<file path="src/rtl/math_rp_pkg.sv">
// Shared definitions for the math reconfigurable-partition sequencer:
// FSM state encoding, default widths and a small sizing helper.
package math_rp_pkg;

  localparam int unsigned DATA_W_DEFAULT = 32;
  localparam int unsigned OP_COUNT_W     = 16;

  typedef enum logic [2:0] {
    StRprst    = 3'd0,
    StIdle     = 3'd1,
    StBusy     = 3'd2,
    StResp     = 3'd3,
    StDecouple = 3'd4
  } state_e;

  // Counter width able to hold values 0..n-1, never narrower than one bit.
  function automatic int unsigned cnt_width(input int unsigned a, input int unsigned b);
    int unsigned m;
    m = (a > b) ? a : b;
    return (m > 1) ? $clog2(m) : 1;
  endfunction

endpackage

</file>
<file path="src/rtl/rp_cycle_counter.sv">
// Loadable down-counter with zero flag; saturates at zero.
// Shared between RP latency wait and RP reset hold.
module rp_cycle_counter #(
  parameter int unsigned Width  = 2,
  parameter int unsigned RstVal = 0
) (
  input  logic             clk_i,
  input  logic             rst_ni,
  input  logic             load_i,
  input  logic [Width-1:0] load_val_i,
  input  logic             dec_i,
  output logic             zero_o
);

  logic [Width-1:0] cnt_q;

  always_ff @(posedge clk_i) begin
    if (!rst_ni) begin
      cnt_q <= Width'(RstVal);
    end else if (load_i) begin
      cnt_q <= load_val_i;
    end else if (dec_i && (cnt_q != '0)) begin
      cnt_q <= cnt_q - Width'(1);
    end
  end

  assign zero_o = (cnt_q == '0);

endmodule

</file>
<file path="src/rtl/rp_sequencer.sv">
// Sequences operand pairs through the reconfigurable partition, returns results,
// and handles decoupling plus post-reconfiguration reset of the RP.
module rp_sequencer
  import math_rp_pkg::*;
#(
  parameter int unsigned DATA_W     = DATA_W_DEFAULT,
  parameter int unsigned RP_LATENCY = 1,
  parameter int unsigned RST_CYCLES = 4
) (
  input  logic                  Clk,
  input  logic                  Reset_n,
  input  logic                  in_valid,
  output logic                  in_ready,
  input  logic [DATA_W-1:0]     in_a,
  input  logic [DATA_W-1:0]     in_b,
  output logic                  out_valid,
  input  logic                  out_ready,
  output logic [DATA_W-1:0]     out_result,
  output logic [DATA_W-1:0]     rp_ain,
  output logic [DATA_W-1:0]     rp_bin,
  output logic                  rp_reset_n,
  input  logic [DATA_W-1:0]     rp_result,
  input  logic                  reconfig_req,
  input  logic                  reconfig_done,
  output logic                  decoupled,
  output logic [OP_COUNT_W-1:0] op_count
);

  localparam int unsigned CntW = cnt_width(RP_LATENCY, RST_CYCLES);

  state_e state_q, state_d;

  logic            cnt_zero;
  logic            cnt_load;
  logic [CntW-1:0] cnt_load_val;
  logic            cnt_dec;
  logic            accept;
  logic            capture;
  logic            resp_done;

  logic [DATA_W-1:0]     rp_ain_q, rp_bin_q, out_result_q;
  logic [OP_COUNT_W-1:0] op_count_q;

  assign accept    = (state_q == StIdle) && in_valid && !reconfig_req;
  assign capture   = (state_q == StBusy) && cnt_zero;
  assign resp_done = (state_q == StResp) && out_ready;

  // State register
  always_ff @(posedge Clk) begin
    if (!Reset_n) begin
      state_q <= StRprst;
    end else begin
      state_q <= state_d;
    end
  end

  // Next-state logic
  always_comb begin
    state_d = state_q;
    unique case (state_q)
      StRprst:    if (cnt_zero) state_d = StIdle;
      StIdle: begin
        if (reconfig_req) begin
          state_d = StDecouple;
        end else if (in_valid) begin
          state_d = StBusy;
        end
      end
      StBusy:     if (cnt_zero) state_d = StResp;
      StResp:     if (out_ready) state_d = StIdle;
      StDecouple: if (reconfig_done) state_d = StRprst;
      default:    state_d = StRprst;
    endcase
  end

  // Outputs decoded from state; in_ready is masked while reset is asserted
  always_comb begin
    in_ready   = Reset_n && (state_q == StIdle) && !reconfig_req;
    out_valid  = (state_q == StResp);
    decoupled  = (state_q == StDecouple);
    rp_reset_n = (state_q == StIdle) || (state_q == StBusy) || (state_q == StResp);
  end

  always_comb begin
    cnt_load     = 1'b0;
    cnt_load_val = CntW'(RST_CYCLES - 1);
    if (accept) begin
      cnt_load     = 1'b1;
      cnt_load_val = CntW'(RP_LATENCY - 1);
    end else if ((state_q == StDecouple) && reconfig_done) begin
      cnt_load     = 1'b1;
      cnt_load_val = CntW'(RST_CYCLES - 1);
    end
  end

  assign cnt_dec = (state_q == StRprst) || (state_q == StBusy);

  rp_cycle_counter #(
    .Width  (CntW),
    .RstVal (RST_CYCLES - 1)
  ) u_cycle_counter (
    .clk_i      (Clk),
    .rst_ni     (Reset_n),
    .load_i     (cnt_load),
    .load_val_i (cnt_load_val),
    .dec_i      (cnt_dec),
    .zero_o     (cnt_zero)
  );

  // Datapath; operands are cleared on entry to decouple so the RP sees idle inputs
  always_ff @(posedge Clk) begin
    if (!Reset_n) begin
      rp_ain_q     <= '0;
      rp_bin_q     <= '0;
      out_result_q <= '0;
      op_count_q   <= '0;
    end else begin
      if (accept) begin
        rp_ain_q <= in_a;
        rp_bin_q <= in_b;
      end else if ((state_q == StIdle) && reconfig_req) begin
        rp_ain_q <= '0;
        rp_bin_q <= '0;
      end
      if (capture) begin
        out_result_q <= rp_result;
      end
      if (resp_done) begin
        op_count_q <= op_count_q + OP_COUNT_W'(1);
      end
    end
  end

  assign rp_ain     = rp_ain_q;
  assign rp_bin     = rp_bin_q;
  assign out_result = out_result_q;
  assign op_count   = op_count_q;

endmodule

</file>
<file path="config.mk">
export PLATFORM = sky130hd
export DESIGN_NAME = rp_sequencer
export DESIGN_NICKNAME = d
export VERILOG_FILES = /design/src/rtl/math_rp_pkg.sv /design/src/rtl/rp_cycle_counter.sv /design/src/rtl/rp_sequencer.sv
export SDC_FILE = /design/constraint.sdc
export NUM_CORES = 1
export LEC_CHECK = 0
export ABC_CLOCK_PERIOD_IN_PS = 2200
export CORE_MARGIN = 5
export CORE_UTILIZATION = 40
export CTS_CLUSTER_DIAMETER = 120
export CTS_CLUSTER_SIZE = 24
export DETAILED_ROUTE_END_ITERATION = 7
export PLACE_DENSITY = 0.8
export SLEW_MARGIN = 5
export SYNTH_ARGS = -nofsm -noshare
export SYNTH_HDL_FRONTEND = slang
export SYNTH_HIERARCHICAL = 1
export SYNTH_SLANG_ARGS = --single-unit
</file>
<file path="constraint.sdc">
create_clock -name Clk -period 2.2 [get_ports Clk]
set_input_delay 0.66 -clock Clk [delete_from_list [all_inputs] [get_ports Clk]]
set_output_delay 0.66 -clock Clk [all_outputs]
set_load 0.005 [all_outputs]
</file>
==> impl_metrics.csv <==
group,metric,value,unit
clock_tree,clk_pin_slew,0.05,ns
yosys,yosysMostFrequentCell,"dfxtp_1",
routing,detail_route.wl_per_cell,16.0,um
yosys,synth_common_cells,"dfxtp_1 (117), nor2_1 (86), nand2_1 (73)",
routing,drcViolationCount,0,
timing,rsz0062_at_grt,"no",
timing,setup_viol,0,
critical_path,setup.worst_path.end_class,"primary output",
status,outcome,"finished, final reports clean",
clock_tree,cts_buffer_depth,2,
job,drv_cap,0,
layout,fin_cells,848,
die,ioPinCount,218,
placement,io_buffers,217,
clock_tree,cts-htree-levels,4,
clock_tree,post_cts_buffers,0,
yosys,yosysWarnings,6,
global_routing,antenna_found_initial,0,
die,core,10400,sq um
yosys,synth_edf_count,0,
yosys,synth_area_leaders,"dfxtp_1 (55%), a22oi_1 (11%), nor2_1 (7.5%)",
die,initial_core_util,41.2,%
yosys,seq_area_frac_synth,54.8,%
timing,relSlewSlack,75.2,%
clock_tree,worstSkewPairLatency,0.49,ns
power_and_ir_drop,p_total,5.49,mW
layout,n_antenna_cell,0,
routing,drtIter0Drc,261,
timing,min_period,2.12,ns
worst_hold_path,hold_class,"flip-flop to flip-flop",
yosys,synth_nets,585,
yosys,synthArstFlopShare,0,%
global_routing,grt_pass1_vias,4479,
die,chipWidth,113,um
power_and_ir_drop,powerDensity,755,nW/um^2
critical_path,startpoint_type,"flip-flop",
critical_path,path_class,"flip-flop to primary output",
routing,via_count,4319,
yosys,ys_seq_elements,117,
global_routing,grt_pass1_wl,21700,um
critical_path,crit_path_max_fanout,8,
yosys,syn_avg_cell_area,8.89,sq um
die,die_height,113,um
yosys,synth.distinct_cells,38,
placement,place_hpwl,9800,um
timing,final.period_utilization,96.4,%
yosys,yosys.area.top_type_share,54.8,%
routing,drtPass1Iterations,5,
clock_tree,numCtsBuffers,17,
layout,fillers,804,
global_routing,track_usage,20.7,%
power_and_ir_drop,peakVddDrop,0.000435,V
timing,maxSlewViolCount,0,
placement,placed_cells,817,
global_routing,grt_overflow_total,0,
yosys,syn-cell-area,4280,sq um
yosys,ys.flop_type,"dfxtp_1",
critical_path,crit_required,1.54,ns
placement,placed_area,6680,sq um
routing,final_antenna_net_count,0,
routing,routed_wl,13600,um
layout,finalInstanceArea,7270,sq um
critical_path,cp_data_arrival_time,1.46,ns
timing,finalHoldViolations,0,
clock_tree,cts_tree,"done",
clock_tree,cts.sinks,117,
yosys,synth_area_leader_cell,"dfxtp_1",
die,core.rowCount,37,
routing,vias_per_cell,5.09,
timing,clock-skew-final,0.00882,ns
placement,gp_congestion,0.815,
timing,fmax,0.472,GHz
timing,worst_pin_slew,0.368,ns
global_routing,grt_max_degree,65,
power_and_ir_drop,p_leak,2.58,nW
layout,layout.nets,804,
clock_tree,clockRootBuffer,"clkbuf_8",
layout,drive_gt1_share,9.97,%
layout,synthToLayoutAreaGrowth,69.9,%
yosys,syn_inst,481,
die,die-area,12900,sq um
sequential cells by signal (all words and copies together), names as in the netlist:
name and cells:
op_count 16, out_result 32, rp_ain 32, rp_bin 32
state_q 3, u_cycle_counter/cnt_q 2
through the flow:
step / utilization (%) / hold slack, ns / TNS, ns / setup slack [ns]
after detailed placement: 64.4 / 0.447 / -23.81 / -0.497
after CTS: 70.0 / 0.455 / 0 / 0.00232
after global placement: 64.4 / 0.440 / -22.13 / -0.497
after global routing: 70.1 / 0.471 / 0 / 0.00732
after floorplan: - / 0.453 / 0 / 0.259
final: 70.1 / 0.453 / 0 / 0.0795
cells in the final DEF (no fill, tap or decap), drive strengths merged, types with 2 or more instances in the layout:
cell type	instances
bufinv	2
nor4	6
ha	2
clkinvlp	3
nand3	5
clkbuf	22
inv	6
dfxtp	117
clkdlybuf4s50	212
xnor2	9
a22oi	64
buf	22
nand2	73
nor3	2
xor2	2
a21oi	37
clkinv	5
nand2b	2
or3	4
nand3b	2
nand4	4
dlygate4sd2	3
o21ai	3
nor2	86
mux2i	2
and2	3
cell type report:
class / instances / area [sq um] / share of cell area, %
Timing Repair Buffer: 238 / 2380 / 32.8
Sequential cell: 117 / 2350 / 32.3
Multi-Input combinational cell: 319 / 1770 / 24.4
Clock buffer: 22 / 463 / 6.37
Tap cell: 136 / 170 / 2.34
Clock inverter: 9 / 103 / 1.41
Inverter: 7 / 27.5 / 0.379
path summary, 6_finish.rpt:
check	from	end	slack, ns	depth (start not counted)
max	state_q[1]$_SDFFE_PN0P_	decoupled	0.08	4
min	out_result[13]$_SDFFE_PN0P_	out_result[13]$_SDFFE_PN0P_	0.45	2
max reg2reg	op_count[0]$_SDFFE_PN0P_	op_count[14]$_SDFFE_PN0P_	0.33	5
min reg2reg	out_result[13]$_SDFFE_PN0P_	out_result[13]$_SDFFE_PN0P_	0.45	2
critical path, cell delays in order (launching register included):
cell	delay, ns
dfxtp_2	0.34
buf_6	0.14
nor2_2	0.13
and2_4	0.16
clkdlybuf4s15_2	0.21
metal layers:
| metal | wire (um) | global-route usage [%] | share of wire (%) | vias to the layer above |
|---|---|---|---|---|
| met5 | 0 | 0 | 0 | - |
| met4 | 458 | 10.1 | 3.4 | 0 |
| met3 | 1330 | 9.60 | 9.8 | 35 |
| met2 | 6770 | 37.1 | 50 | 171 |
| met1 | 5000 | 20.1 | 37 | 2026 |
| li1 | - | - | - | 2087 |
where the power goes:
group,switching (mW),internal [mW]
logic,0.277,0.393
clock network,0.915,1.69
registers,0.0342,2.18
cell families (layout without fill, tap and decap cells):
| kind of cell | after synthesis | count (layout) | synth area share [%] |
|---|---|---|---|
| compound gates | 108 | 108 | 16.8 |
| xor+xnor | 11 | 11 | 2.25 |
| fa+ha+maj | 2 | 2 | 0.585 |
| buf+inv | 45 | 276 | 4.48 |
| flops | 117 | 117 | 54.8 |
| mux | 3 | 3 | 0.819 |
| simple gates | 195 | 195 | 20.3 |
repair_timing:
action / CTS / global route
setup endpoints to repair: 5 / 5
pin swaps: 2 / 1
gates resized for setup: 18 / 3
hold buffers: 0 / 0
Power figures use the tool's default switching activity.
